File: config.mk
export PLATFORM = sky130hd
export DESIGN_NAME = pc_sequencer
export DESIGN_NICKNAME = d
export VERILOG_FILES = /design/src/rtl/pc_sequencer.sv
export SDC_FILE = /design/constraint.sdc
export NUM_CORES = 1
export LEC_CHECK = 0
export CELL_PAD_IN_SITES_DETAIL_PLACEMENT = 1
export CELL_PAD_IN_SITES_GLOBAL_PLACEMENT = 2
export CORE_MARGIN = 3
export CORE_UTILIZATION = 25
export CTS_CLUSTER_DIAMETER = 80
export CTS_CLUSTER_SIZE = 40
export DETAILED_ROUTE_END_ITERATION = 10
export PLACE_DENSITY_LB_ADDON = 0.08
export RECOVER_POWER = 100
export SETUP_SLACK_MARGIN = 0.15
export SLEW_MARGIN = 20
export SYNTH_ARGS = -nofsm -noshare
export SYNTH_HDL_FRONTEND = slang
export SYNTH_SLANG_ARGS = --single-unit
File: constraint.sdc
create_clock -name clk -period 2.4 [get_ports clk]
set_input_delay 0.48 -clock clk [delete_from_list [all_inputs] [get_ports clk]]
set_output_delay 0.48 -clock clk [all_outputs]
set_load 0.03 [all_outputs]
File: src/rtl/pc_sequencer.sv
// rtl/pc_sequencer.sv - MIPS32 fetch-stage program counter sequencer with redirect and halt
module pc_sequencer #(
   parameter int                 ADDR_W   = 12,
   parameter logic [ADDR_W-1:0]  RESET_PC = '0
) (
   input  logic              clk,
   input  logic              rst,
   input  logic              stall_in,
   input  logic              branch_taken,
   input  logic [ADDR_W-1:0] branch_target,
   input  logic              halt_req,
   input  logic              resume,
   input  logic [ADDR_W-1:0] addr_to_PC,
   output logic [ADDR_W-1:0] pc_out,
   output logic [ADDR_W-1:0] NPC_addr,
   output logic [ADDR_W-1:0] Branch_addr,
   output logic              select_addr_mux,
   output logic              fetch_valid,
   output logic              flush
);

   typedef enum logic [1:0] {
      ST_RUN      = 2'd0,
      ST_REDIRECT = 2'd1,
      ST_HALTED   = 2'd2
   } state_t;

   state_t            state;
   logic [ADDR_W-1:0] pc;
   logic [ADDR_W-1:0] branch_reg;
   logic              pc_load;

   // A taken branch freezes the PC so the redirect cycle can load the target cleanly.
   assign pc_load = ((state == ST_RUN) && !stall_in && !branch_taken) ||
                    (state == ST_REDIRECT);

   always_ff @(posedge clk or posedge rst) begin
      if (rst) begin
         state      <= ST_RUN;
         pc         <= RESET_PC;
         branch_reg <= '0;
      end else begin
         if (pc_load) begin
            pc <= addr_to_PC;
         end
         case (state)
            ST_RUN: begin
               if (branch_taken) begin
                  branch_reg <= branch_target;
                  state      <= ST_REDIRECT;
               end else if (halt_req) begin
                  state <= ST_HALTED;
               end
            end
            ST_REDIRECT: begin
               state <= ST_RUN;
            end
            ST_HALTED: begin
               if (resume) begin
                  state <= ST_RUN;
               end
            end
            default: begin
               state <= ST_RUN;
            end
         endcase
      end
   end

   assign pc_out          = pc;
   assign NPC_addr        = pc + {{(ADDR_W-1){1'b0}}, 1'b1};
   assign Branch_addr     = branch_reg;
   assign select_addr_mux = (state == ST_REDIRECT);
   assign flush           = (state == ST_REDIRECT);
   assign fetch_valid     = (state == ST_RUN) && !stall_in;

endmodule
==> impl_metrics.tcl <==
set metrics [dict create \
    path_clk_slew_ns 0.10 \
    synth.area.top_cells "dfrtp_1 51%, mux2_2 12%, mux2_4 12%" \
    avgSynthCellArea_um2 13.8 \
    maxCapViolCount 0 \
    dp_hpwl_mm 2.55 \
    ant_nets 0 \
    min_path_type "flip-flop to flip-flop" \
    drtPass1Iterations 2 \
    preCtsSetupSlack_ns 0.102 \
    p_leak_nw 0.872 \
    critPathMaxStageDelay_ns 0.75 \
    mostFrequentLayoutCell "dlygate4sd3_1" \
    final_cell_mix "30 x dlygate4sd3_1, 28 x clkdlybuf4s50_1, 26 x dfrtp_1" \
    cp_num_buf_inv 2 \
    ys_seq_area_share_pct 51.3 \
    grt_max_degree 27 \
    io_pins 69 \
    grt_pass1_vias 1075 \
    final_layout_size_suffix_gt1_share_pct 23.1 \
    worstHoldPathCells 1 \
    drc 0 \
    arrival_ns 1.78 \
    ys_seq_elements 26 \
    period_share_pct 94.0 \
    fmax_mhz 443 \
    powerDensity_nw_per_um2 945 \
    syn_inst 92 \
    synth_cell_type_count 22 \
    num_antenna_cells 0 \
    setup_viol 0 \
    cpMaxStageDelayCell "dlygate4sd3_1" \
    grtUsageTotal_pct 11.7 \
    root_buffer "clkbuf_8" \
    route.vias.total 983 \
    port_buffers 68 \
    drv_slew 0 \
    antenna_found_initial 0 \
    skew_ns 0.00495 \
    synthesis.nets 123 \
    hold_viol_final 0 \
    coreArea_um2 4820 \
    clk_latency_ns 0.27 \
    clkSinkCount 26 \
    cp_cell_sequence "clkdlybuf4s50_1, nor3_1, dlygate4sd3_1" \
    drt_iter0_markers 7 \
    syn2layout_area_growth_pct 62.9 \
    fp.dieArea_um2 5960 \
    min_from "state[0]$_DFFE_PP0P_" \
    synth_warnings 0 \
    required_ns 1.92 \
    finalPower_mw 1.95 \
    die_h_um 77.2 \
    avgViaCountPerCell 4.10 \
    cp_max_fo 2 \
    rsz0062_at_grt "true" \
    clockBufferDepth 2 \
    synth_top_cell_area_share_pct 51.3 \
    r2r-end "Branch_addr[0]$_DFFE_PP0P_" \
    wl_per_cell_um 13.8 \
    grt_pass1_wl_mm 5.53 \
    fin_nets 205 \
    wl_mm 3.31 \
    gp_congestion 0.715 \
    status "finished clean" \
    crit_family "buffers and inverters" \
    hold_end "state[1]$_DFFE_PP0P_" \
    cp-end-kind "output pin" \
    peakVddDrop_mv 0.300 \
    cts_buffers 3 \
    setup_slack_ns 0.143 \
    overflow 0 \
    reg2reg_from "state[1]$_DFFE_PP0P_" \
    worstSetupPathType "input port to output pin" \
    syn_area_um2 1270 \
    die_w_um 77.2 \
    cts_tree "built" \
    cts_max_level 1 \
    tightest_slew_ns 1.45 \
    relSlewSlack_pct 3.46 \
    fin_crit_ns 2.26 \
    worstSetupStartpointType "input port" \
    rr_worst_depth 3 \
    ctsHoldBuffers 0 \
    synth_area_leader_cell "dfrtp_1" \
    start_util_pct 26.3 \
    rrSetupSlack_ns 0.61 \
    placementRows 25 \
    finalSetupTns_ns 0 \
]
-- layer usage --
metal | wire length, um | vias to the layer above | global-route usage [%]
li1 | - | 472 | -
met1 | 1470 | 474 | 15.1
met2 | 1590 | 35 | 18.9
met3 | 215 | 2 | 3.40
met4 | 24 | 0 | 3.74
met5 | 0 | - | 0
-- layout make-up --
| class | count | area [um2] |
|---|---|---|
| tap | 67 | 83.8 |
| fill | 550 | 2750 |
| clock buffer | 3 | 41.3 |
| sequential | 26 | 651 |
| clock inverter | 1 | 30.0 |
| inverter | 5 | 18.8 |
| timing repair buffer | 80 | 713 |
| multi-input combinational | 58 | 527 |
-- where the power goes --
group          switching (mW)  internal [mW]
registers              0.0737          0.540
clock network           0.144          0.223
logic                   0.574          0.396
-- worst reg2reg max path, cell delays in order, from the launching register on --
cell,delay [ns]
dfrtp_1,0.45
nor3b_1,0.27
clkbuf_1,0.56
mux2_2,0.41
-- synth_stat cells --
library cell and number:
and2b_2 1, nand3_1 4, buf_12 1, nor3b_4 1, xor2_1 6, nor2_1 5, dfrtp_1 26, o21ba_4 1
inv_1 5, mux2_4 10, xnor2_1 4, nand2_1 2, nor4_2 1, buf_6 1, ha_1 1, nand4_1 1
nor2_4 1, buf_4 1, nor3_1 4, a21oi_1 1, nor2b_1 1, mux2_2 14
-- sequential cells by signal, summed over array words and instances (netlist names) --
| register | cells |
|---|---|
| state | 2 |
| Branch_addr | 12 |
| pc_out | 12 |
-- cell families (layout without fill, tap and decap cells) --
group                    count (synthesis)  after routing  synth area share [%]
AO/OA/AOI/OAI                            2              2                  1.68
XOR/XNOR                                10             10                  6.91
adder cells (fa/ha/maj)                  1              1                 0.987
buffers and inverters                    8             89                  4.54
flip-flops                              26             26                  51.3
multiplexers                            24             24                  24.3
AND/OR/NAND/NOR                         21             21                  10.3
-- per-stage QoR --
step | instances | hold WS [ns] | util [%] | instance area [um2]
floorplan | 92 | 0.509 | - | 1270
global placement | 232 | 0.489 | 42.5 | 2050
detailed placement | 232 | 0.495 | 42.5 | 2050
CTS | 240 | 0.518 | 44.8 | 2160
global route | 240 | 0.532 | 42.9 | 2060
finish | 240 | 0.507 | 42.9 | 2060
-- worst max path at each step --
| stage | from | end | cells past startpoint |
|---|---|---|---|
| floorplan | pc_out[0]$_DFFE_PP0P_ | NPC_addr[8] | 4 |
| global placement | pc_out[0]$_DFFE_PP0P_ | NPC_addr[6] | 5 |
| detailed placement | pc_out[0]$_DFFE_PP0P_ | NPC_addr[6] | 5 |
| CTS | pc_out[1]$_DFFE_PP0P_ | NPC_addr[11] | 6 |
| global route | pc_out[1]$_DFFE_PP0P_ | NPC_addr[11] | 6 |
| finish | stall_in | fetch_valid | 3 |
-- repair_timing --
action / 4_1_cts / 5_1_grt
gates resized for setup: 12 / 12
buffers inserted: 4 / 0
setup endpoints to repair: 8 / 9
Power figures use the tool's default switching activity.
